### src/rtl/rf_pkg.sv
// Shared register-file constants and the writeback request record used by the
// writeback queue and the blocks that talk to it.
package rf_pkg;

    localparam int RF_ADDR_W   = 5;
    localparam int RF_DATA_W   = 32;
    localparam int RF_NUM_REGS = 32;
    localparam logic [RF_ADDR_W-1:0] RF_ZERO_REG = '0;

    typedef struct packed {
        logic [RF_ADDR_W-1:0] addr;
        logic [RF_DATA_W-1:0] data;
    } wb_entry_t;

endpackage

### src/rtl/rf_writeback_queue_if.sv
// Writeback request channel from the execute/memory stages into the queue.
interface rf_writeback_queue_if #(
    parameter int ADDR_W = 5,
    parameter int DATA_W = 32
) ();

    // A transfer happens on a rising edge where wb_valid && wb_ready. The
    // producer holds wb_reg/wb_data stable while wb_valid is high and unaccepted;
    // wb_ready never depends on wb_valid.
    logic              wb_valid;
    logic              wb_ready;
    logic [ADDR_W-1:0] wb_reg;
    logic [DATA_W-1:0] wb_data;

    modport master (
        output wb_valid,
        output wb_reg,
        output wb_data,
        input  wb_ready
    );

    modport slave (
        input  wb_valid,
        input  wb_reg,
        input  wb_data,
        output wb_ready
    );

endinterface

### src/rtl/rf_wb_fifo.sv
// Generic synchronous FIFO with an age-ordered view of its contents
// (view index 0 is the head) for associative match logic.
module rf_wb_fifo #(
    parameter int DEPTH = 4,
    parameter int WIDTH = 8
) (
    input  logic                     clk,
    input  logic                     reset,
    input  logic                     push_valid,
    input  logic [WIDTH-1:0]         push_data,
    input  logic                     pop,
    output logic                     full,
    output logic                     empty,
    output logic [$clog2(DEPTH):0]   count,
    output logic [WIDTH-1:0]         view_data [DEPTH],
    output logic                     view_valid [DEPTH]
);

    localparam int PW = $clog2(DEPTH);
    localparam int CW = PW + 1;

    logic [WIDTH-1:0] mem [DEPTH];
    logic [PW-1:0]    rd_ptr;
    logic [PW-1:0]    wr_ptr;
    logic [CW-1:0]    count_q;
    logic             do_push;
    logic             do_pop;

    assign full    = (count_q == CW'(DEPTH));
    assign empty   = (count_q == '0);
    assign count   = count_q;
    assign do_push = push_valid && !full;
    assign do_pop  = pop && !empty;

    always_ff @(posedge clk) begin
        if (reset) begin
            rd_ptr  <= '0;
            wr_ptr  <= '0;
            count_q <= '0;
        end else begin
            if (do_push) wr_ptr <= wr_ptr + PW'(1);
            if (do_pop)  rd_ptr <= rd_ptr + PW'(1);
            case ({do_push, do_pop})
                2'b10:   count_q <= count_q + CW'(1);
                2'b01:   count_q <= count_q - CW'(1);
                default: count_q <= count_q;
            endcase
        end
    end

    // Storage needs no reset: occupancy is tracked solely by count_q.
    always_ff @(posedge clk) begin
        if (do_push) mem[wr_ptr] <= push_data;
    end

    always_comb begin
        for (int k = 0; k < DEPTH; k++) begin
            view_data[k]  = mem[rd_ptr + PW'(k)];
            view_valid[k] = (CW'(k) < count_q);
        end
    end

endmodule

### src/rtl/rf_writeback_queue.sv
// In-order writeback queue driving the register file write port, with
// combinational pending-write hazard flags. Define RF_WB_FORWARD_EN to add fwd_data1/2.
module rf_writeback_queue
    import rf_pkg::*;
#(
    parameter int DEPTH  = 4,
    parameter int DATA_W = RF_DATA_W,
    parameter int ADDR_W = RF_ADDR_W
) (
    input  logic                   clk,
    input  logic                   reset,
    rf_writeback_queue_if.slave    wb,
    input  logic                   rf_hold,
    output logic [ADDR_W-1:0]      rf_write_reg,
    output logic [DATA_W-1:0]      rf_write_data,
    output logic                   rf_reg_write,
    input  logic [ADDR_W-1:0]      query_reg1,
    input  logic [ADDR_W-1:0]      query_reg2,
    output logic                   hazard1,
    output logic                   hazard2,
    output logic [$clog2(DEPTH):0] count
`ifdef RF_WB_FORWARD_EN
    ,
    output logic [DATA_W-1:0]      fwd_data1,
    output logic [DATA_W-1:0]      fwd_data2
`endif
);

    localparam int EW = ADDR_W + DATA_W;
    localparam logic [ADDR_W-1:0] ZERO = ADDR_W'(RF_ZERO_REG);

    typedef struct packed {
        logic [ADDR_W-1:0] addr;
        logic [DATA_W-1:0] data;
    } entry_t;

    logic             fifo_full;
    logic             fifo_empty;
    logic             fifo_push;
    logic             fifo_pop;
    logic [EW-1:0]    view_data [DEPTH];
    logic             view_valid [DEPTH];
    entry_t           head;

    // r0 writes still complete the handshake but are never stored.
    assign wb.wb_ready = !fifo_full;
    assign fifo_push   = wb.wb_valid && (wb.wb_reg != ZERO);
    assign fifo_pop    = !fifo_empty && !rf_hold;
    assign head        = entry_t'(view_data[0]);

    rf_wb_fifo #(
        .DEPTH (DEPTH),
        .WIDTH (EW)
    ) u_fifo (
        .clk        (clk),
        .reset      (reset),
        .push_valid (fifo_push),
        .push_data  ({wb.wb_reg, wb.wb_data}),
        .pop        (fifo_pop),
        .full       (fifo_full),
        .empty      (fifo_empty),
        .count      (count),
        .view_data  (view_data),
        .view_valid (view_valid)
    );

    always_ff @(posedge clk) begin
        if (reset) begin
            rf_reg_write  <= 1'b0;
            rf_write_reg  <= '0;
            rf_write_data <= '0;
        end else if (fifo_pop) begin
            rf_reg_write  <= 1'b1;
            rf_write_reg  <= head.addr;
            rf_write_data <= head.data;
        end else begin
            rf_reg_write  <= 1'b0;
        end
    end

    logic [ADDR_W-1:0] query [2];
    logic              hit [2];

    assign query[0] = query_reg1;
    assign query[1] = query_reg2;
    assign hazard1  = hit[0];
    assign hazard2  = hit[1];

`ifdef RF_WB_FORWARD_EN
    logic [DATA_W-1:0] fwd [2];

    assign fwd_data1 = fwd[0];
    assign fwd_data2 = fwd[1];

    // Output stage is the oldest candidate; later (younger) queue matches overwrite it.
    always_comb begin
        for (int n = 0; n < 2; n++) begin
            hit[n] = 1'b0;
            fwd[n] = '0;
            if (query[n] != ZERO) begin
                if (rf_reg_write && (rf_write_reg == query[n])) begin
                    hit[n] = 1'b1;
                    fwd[n] = rf_write_data;
                end
                for (int k = 0; k < DEPTH; k++) begin
                    if (view_valid[k] && (view_data[k][EW-1 -: ADDR_W] == query[n])) begin
                        hit[n] = 1'b1;
                        fwd[n] = view_data[k][DATA_W-1:0];
                    end
                end
            end
        end
    end
`else
    always_comb begin
        for (int n = 0; n < 2; n++) begin
            hit[n] = 1'b0;
            if (query[n] != ZERO) begin
                if (rf_reg_write && (rf_write_reg == query[n])) hit[n] = 1'b1;
                for (int k = 0; k < DEPTH; k++) begin
                    if (view_valid[k] && (view_data[k][EW-1 -: ADDR_W] == query[n])) hit[n] = 1'b1;
                end
            end
        end
    end
`endif

endmodule

### src/flat_wrapper.sv
// flat-port wrapper written by rule: the top's interface ports become plain ports
module rf_writeback_queue_flat import rf_pkg::*;
#(
    parameter int DEPTH  = 4,
    parameter int DATA_W = RF_DATA_W,
    parameter int ADDR_W = RF_ADDR_W
)
  (clk, reset, rf_hold, rf_write_reg, rf_write_data, rf_reg_write, query_reg1, query_reg2, hazard1, hazard2, count, wb_wb_valid, wb_wb_reg, wb_wb_data, wb_wb_ready);
  rf_writeback_queue_if #(.ADDR_W(ADDR_W), .DATA_W(DATA_W)) wb_i ();
  input  logic clk;
  input  logic reset;
  input  logic rf_hold;
  output logic [ADDR_W-1:0] rf_write_reg;
  output logic [DATA_W-1:0] rf_write_data;
  output logic rf_reg_write;
  input  logic [ADDR_W-1:0] query_reg1;
  input  logic [ADDR_W-1:0] query_reg2;
  output logic hazard1;
  output logic hazard2;
  output logic [$clog2(DEPTH):0] count;
  input wire logic [$bits(wb_i.wb_valid)-1:0] wb_wb_valid;
  input wire logic [$bits(wb_i.wb_reg)-1:0] wb_wb_reg;
  input wire logic [$bits(wb_i.wb_data)-1:0] wb_wb_data;
  output wire logic [$bits(wb_i.wb_ready)-1:0] wb_wb_ready;
  assign wb_i.wb_valid = wb_wb_valid;
  assign wb_i.wb_reg = wb_wb_reg;
  assign wb_i.wb_data = wb_wb_data;
  assign wb_wb_ready = wb_i.wb_ready;
  rf_writeback_queue #(.DEPTH(DEPTH), .DATA_W(DATA_W), .ADDR_W(ADDR_W)) u_core (.clk(clk), .reset(reset), .wb(wb_i), .rf_hold(rf_hold), .rf_write_reg(rf_write_reg), .rf_write_data(rf_write_data), .rf_reg_write(rf_reg_write), .query_reg1(query_reg1), .query_reg2(query_reg2), .hazard1(hazard1), .hazard2(hazard2), .count(count));
endmodule
### config.mk
export PLATFORM = sky130hd
export DESIGN_NAME = rf_writeback_queue_flat
export DESIGN_NICKNAME = d
export VERILOG_FILES = /design/src/rtl/rf_pkg.sv /design/src/rtl/rf_writeback_queue_if.sv /design/src/rtl/rf_wb_fifo.sv /design/src/rtl/rf_writeback_queue.sv /design/src/flat_wrapper.sv
export SDC_FILE = /design/constraint.sdc
export NUM_CORES = 1
export LEC_CHECK = 0
export ABC_AREA = 1
export BUFFER_PORTS_ARGS = -buffer_cell sky130_fd_sc_hd__buf_2
export CAP_MARGIN = 0
export CORE_MARGIN = 4
export CORE_UTILIZATION = 23
export CTS_BUF_LIST = sky130_fd_sc_hd__clkbuf_4 sky130_fd_sc_hd__clkbuf_8
export CTS_CLUSTER_DIAMETER = 30
export CTS_CLUSTER_SIZE = 24
export DETAILED_ROUTE_END_ITERATION = 16
export PLACE_DENSITY = 0.45
export SYNTH_ARGS = -nofsm -noshare
export SYNTH_HDL_FRONTEND = slang
export SYNTH_SLANG_ARGS = --single-unit
export TNS_END_PERCENT = 1
### constraint.sdc
create_clock -name clk -period 3.6 [get_ports clk]
set_input_delay 1.08 -clock clk [delete_from_list [all_inputs] [get_ports clk]]
set_output_delay 1.08 -clock clk [all_outputs]
set_load 0.005 [all_outputs]
; Yosys cells after proc, flatten, opt, wreduce, memory -nomap -nowiden
; Memories as Yosys holds them, arrays and structs flattened. A register that Yosys moved wholly into a read port is not among the register bits.
; Cells that the tools add are included.
[classes]
n_addsub = 6
n_lt_le_gt_ge = 4
n_eq_ne = 13
muxes = 18
n_reduce_logical = 22
[op_table]
columns = cell, n
row1 = 5-bit == test, 10
row2 = 1-bit two-way mux, 15
row3 = 5-bit nonzero test, 3
row4 = 1-bit logical AND, 14
row5 = "1-bit by 3-bit less-than comparator with 1-bit output, first input constant", 2
row6 = "2-bit by 3-bit less-than comparator with 1-bit output, first input constant", 2
row7 = 3-bit one-hot mux with 2 select lines, 1
row8 = "2-bit by 1-bit adder with 2-bit output, second input constant", 2
row9 = "2-bit adder, second input constant", 2
row10 = 2-bit two-way mux, 2
row11 = "3-bit by 1-bit adder with 3-bit output, second input constant", 1
row12 = "3-bit == test, second input constant", 1
row13 = 1-bit zero test, 3
row14 = 3-bit zero test, 1
row15 = "3-bit by 1-bit subtractor with 3-bit output, second input constant", 1
row16 = "2-bit by 1-bit == test with 1-bit output, second input constant", 1
row17 = "2-bit == test, second input constant", 1
row18 = 2-bit nonzero test, 1
[word_totals]
reg_bits = 45
mem_bits_rw = 148
input_bits = 51
out_inout_bits = 44
wordCells = 70
mem_count = 1
[mem_list]
columns = memory, words, width, rd, rd_ports_with_merged_regs, wr, line
row1 = u_core.u_fifo.mem, 4, 37, 4, 1, 1, rf_wb_fifo.sv:22  ; logic [WIDTH-1:0] mem [DEPTH];

; Depth between registers and ports, before layout
[depth]
depth_word = 8
depth_mapped = 14
ltp_nobuf = 12

; Cells and area by module
; From an unflattened synthesis, not the netlist that was laid out.
[hier_totals]
cells_unflattened = 1382
hier_area_um2 = 10979.3
[modules_own_cells]
columns = mod, instances, cells_each, area_per_inst_um2, seq_area_each_um2
row1 = rf_wb_fifo, 1, 1010, 8822.2, 4624.4
row2 = rf_writeback_queue, 1, 372, 2157.1, 760.7

; Worst setup path after synthesis
; Ideal clock, no wire load.
[synth_path]
kind = input to register
startpoint = input port wb_wb_reg[3]
endpoint = memory u_core.u_fifo.mem[0][0] (netlist bit) (enable)
setup_ns = 0.431
arrival_ns = 2.967
t_required_ns = 3.169
path_slack_ns = 0.201
stages = 4
n_path_buf = 0
path_cell_list = nor3_1 > nand2_1 > nand3_1 > nor2_1
[synth_via]
elab_chain_len = 5
[synth_rtl]
columns = element, line
row1 = start: declaration, flat_wrapper.sv:22  ; input wire logic [$bits(wb_i.wb_reg)-1:0] wb_wb_reg;
row2 = 5-bit nonzero test, rf_writeback_queue.sv:47  ; assign fifo_push = wb.wb_valid && (wb.wb_reg != ZERO);
row3 = 1-bit logical AND, rf_writeback_queue.sv:47
row4 = 1-bit logical AND, rf_wb_fifo.sv:32  ; assign do_push = push_valid && !full;
row5 = 1-bit two-way mux, rf_wb_fifo.sv:53  ; if (do_push) mem[wr_ptr] <= push_data;
row6 = 1-bit two-way mux (not written as such), rf_wb_fifo.sv:53
row7 = end: declaration, rf_wb_fifo.sv:22
; No other way between the ends.

; Final worst setup path
[layout_path]
startpoint = register u_core.u_fifo.rd_ptr[0]
endpoint = output port hazard1
[layout_via]
elab_chain_len = 8
elab_cells_between_ends = 14
classes_between = 3 x add/sub / 3 x eq/ne / 4 x mux / 3 x reduce/logical / 1 x memory
[layout_rtl]
columns = element, line
row1 = start: declaration, rf_wb_fifo.sv:23  ; logic [PW-1:0] rd_ptr;
row2 = start signal: assignment, rf_wb_fifo.sv:42  ; if (do_pop) rd_ptr <= rd_ptr + PW'(1);
row3 = 2-bit by 1-bit adder with 2-bit output, rf_wb_fifo.sv:58  ; view_data[k] = mem[rd_ptr + PW'(k)];
row4 = memory 4 x 37 bit (*), --
row5 = 5-bit == test, rf_writeback_queue.sv:121  ; if (view_valid[k] && (view_data[k][EW-1 -: ADDR_W] == query[n])) hit[n] = 1'b1;
row6 = 1-bit logical AND, rf_writeback_queue.sv:121
row7 = 1-bit two-way mux (2 in a row), rf_writeback_queue.sv:121
row8 = 1-bit two-way mux (*), rf_writeback_queue.sv:121
row9 = 1-bit two-way mux (*), rf_writeback_queue.sv:118  ; if (query[n] != ZERO) begin
row10 = end: declaration, flat_wrapper.sv:18  ; output logic hazard1;
; Every way passes the cells marked *; elsewhere a longest branch is shown, timed or not.

==> run metrics <==
status finished clean; fmax 287.1 MHz; CTS tree done; Slew @ Worst Pin 942.1 ps; largest net degree at the start of global routing 42; Filler Cells Inserted 4115; crit path buf inv count 3; first-pass GRT wire length 40020 um; post-synthesis net count 1008; initial antenna violation count 5; Rows 71; Net Sw Power 2.879 mW; average wire per standard cell 16.90 um; via count 6936; Tmin final 3483 ps; area grow syn2layout 17.84%; Place WS 205.3 ps; Critical Path RT 2520 ps; Clock Path Buffers 2; GPL Wtd Cong 0.8854; synth warn 0; number of synthesized flops with an enable pin 148; Avg Cell Area, Syn 9.272 sq um; busiest layer in global routing met2; critical path type flop to output port; max-cap violations 0; crit-path max cell delay 400 ps; final worst-path cycle share 96.74%; final core occ 27.50%; H-tree levels 4; Iteration-0 DRC Markers 500; CTS Sinks 195; CP dominant cell by count nand2_1; Synth cell types 27; cell count after synthesis 948; CP top delay family simple AND/OR/NAND/NOR gates; LEAKAGE 4.283 nW; Comb power frac 36.9%; FFs w/ async S/R, synth 0%; # setup viols final 0; switching fraction of total power 40.64%; Final WS setup 117.2 ps; layout cells sized above 1 16.81%; Seq/Total Area, Yosys 61.27%; ys flop type edfxtp_1; chip height 203.5 um; Post-DP HPWL 17510 um; Final Hold Fails 0; GRT met2 Usage 20.62%; Tot GR Track Use 12.61%; Clock Pin Slew Worst Setup and Hold Paths 110 ps; Mapped Area 8790 sq um; Setup crit end kind output port; Post-Layout Cell Count 1565; P_int 4.205 mW; critical path's slowest cell dfxtp_4; root buf cell clkbuf_8; critical-path maximum fanout 14; Top Ports 95; global-route met1 utilization 17.25%; worst path cell trace inv_4 -> buf_4 -> nand2_1 -> nand2_1 -> nand2_1 -> nand3_1 -> nand2_1 -> nor2_1 -> nand3_1 -> nand2_1 -> nor2_1 -> nor2_1 -> buf_2; Worst slew margin 37.04%; vias per inst 4.432; final wirelength 26440 um; Clk Latency, worst-skew pair 490 ps; Port Buf Inserts 94; clock skew 27.59 ps; die area 41410 sq um; Final ANT Viol Nets 0; Max Slew Vio Count 0; max reg flops 148; Die Wd 203.5 um; sequential share of power 41.5%; Max VDD drop 0.0002535 V; total gr overflow 0; Initial Util 23.34%; Power Density 684.0 nW/um^2; met3 Use GR 2.703%; Nets 1100; WP data arrival 2400 ps; post-synthesis sequential element count 195; core area 37670 sq um; power share of the clock group 21.5%; vias in the first global route 6642; Initial DRT Pass Iterations 5; Hold Crit Class flop to flop; total CTS buffers 17; Setup crit start kind flop; post-placement cell count 1529; Post-route DRC 0
## layout make-up
cell class | count | area [sq um] | area share (%)
Sequential cell | 195 | 5393 | 52.07
Tap cell | 511 | 639.4 | 6.173
Inverter | 67 | 256.5 | 2.476
Clock inverter | 15 | 206.4 | 1.993
Antenna cell | 1 | 2.502 | 0.02416
Multi-Input combinational cell | 642 | 2970 | 28.68
Clock buffer | 17 | 234.0 | 2.259
Timing Repair Buffer | 117 | 655.6 | 6.330
## power by group through the flow
| stage | sequential, mW | clock, mW | combinational, mW |
|---|---|---|---|
| after global placement | 2.99 | 0 | 2.59 |
| after CTS | 2.95 | 1.58 | 2.60 |
| final | 2.94 | 1.53 | 2.62 |
| after global routing | 2.99 | 1.67 | 2.96 |
| after floorplan | 2.93 | 0 | 1.70 |
| after detailed placement | 2.99 | 0 | 2.59 |
## layout by cell type (no fill, tap or decap)
| cell | synthesis | final |
|---|---|---|
| inv_4 | 2 | 2 |
| nor2_2 | 0 | 1 |
| edfxtp_1 | 148 | 148 |
| nor2_4 | 0 | 4 |
| and2_1 | 1 | 1 |
| bufinv_16 | 0 | 1 |
| dfxtp_1 | 47 | 45 |
| nand2_2 | 11 | 12 |
| diode_2 | 0 | 1 |
| xor2_1 | 1 | 1 |
| inv_1 | 63 | 63 |
| dfxtp_4 | 0 | 2 |
| clkbuf_8 | 0 | 17 |
| nand3_1 | 78 | 77 |
| inv_12 | 0 | 2 |
| nand4_1 | 1 | 1 |
| clkinvlp_4 | 0 | 1 |
| a21oi_1 | 23 | 22 |
| nand2_4 | 1 | 2 |
| o21ai_0 | 113 | 113 |
| nand3_2 | 0 | 1 |
| nand2_1 | 190 | 189 |
| inv_6 | 0 | 1 |
| a21oi_4 | 0 | 1 |
| a21oi_2 | 1 | 1 |
| clkinv_8 | 0 | 4 |
| o22ai_1 | 37 | 37 |
| clkinv_4 | 0 | 2 |
| a21boi_1 | 0 | 1 |
| inv_8 | 0 | 4 |
| xnor2_1 | 1 | 1 |
| inv_2 | 1 | 2 |
| buf_4 | 3 | 22 |
| buf_2 | 6 | 94 |
| nor2_1 | 170 | 165 |
| ha_1 | 9 | 9 |
| buf_12 | 0 | 1 |
| nor3_1 | 3 | 3 |
## kinds of logic after synthesis
| logic type | count (synthesis) | synth area share, % |
|---|---|---|
| simple gates | 455 | 21.04 |
| flops | 195 | 61.27 |
| compound gates | 175 | 10.56 |
| buf+inv | 112 | 5.651 |
| xor+xnor | 2 | 0.1993 |
| fa+ha+maj | 9 | 1.281 |
## worst paths after layout
| check | startpoint | endpoint | slack (ps) | depth (start not counted) |
|---|---|---|---|---|
| setup / recovery | u_core.u_fifo.rd_ptr[0]$_SDFFE_PP0P_ | hazard1 | 120 | 13 |
| hold / removal | u_core.u_fifo.rd_ptr[0]$_SDFFE_PP0P_ | u_core.u_fifo.rd_ptr[0]$_SDFFE_PP0P_ | 520 | 1 |
| setup reg to reg | u_core.u_fifo.count[0]$_SDFFE_PP0P_ | u_core.u_fifo.mem[1][31]$_DFFE_PP_ | 970 | 7 |
| hold reg to reg | u_core.u_fifo.rd_ptr[0]$_SDFFE_PP0P_ | u_core.u_fifo.rd_ptr[0]$_SDFFE_PP0P_ | 520 | 1 |
## cell usage after synthesis, drive strengths merged (3+ instances only)
master	n	area share, %
dfxtp	47	11
inv	66	2.9
buf	17	1.5
o22ai	37	2.6
edfxtp	148	51
nand2	202	9.0
a21oi	24	1.4
nor3	3	0.17
o21ai	113	6.4
clkbuf	28	1.2
nand3	78	4.4
ha	9	1.3
nor2	170	7.3
## worst register-to-register path: stages (launching register included)
cell and delay (ps):
dfxtp_1 390, inv_1 120, ha_1 260, nand2_1 170, nand3_1 100, buf_4 190
nor2_4 730, buf_4 370
## metal layers
metal | wire (um) | up-vias
met5 | 48 | -
li1 | - | 3394
met3 | 1277 | 26
met4 | 326 | 8
met1 | 12280 | 3320
met2 | 12510 | 188
## what timing repair did
item / CTS / global route
hold buffers: 0 / 0
buffers inserted: 0 / 2
endpoints found under the setup margin: 2 / 2
gates resized for setup: 4 / 9
cloned: 0 / 1
pin swaps: 0 / 1
## metrics by stage
step | total power [mW] | instance area, sq um | setup TNS, ps | hold slack (ps)
floorplan | 4.631 | 8790 | 0 | 490.3
global placement | 5.585 | 9856 | 0 | 539.7
detailed placement | 5.584 | 9856 | 0 | 554.6
CTS | 7.130 | 10310 | 0 | 547.1
global route | 7.619 | 10350 | -9.630 | 542.1
finish | 7.084 | 10360 | 0 | 520.0
Note: power is estimated with default switching activity, not from simulation.
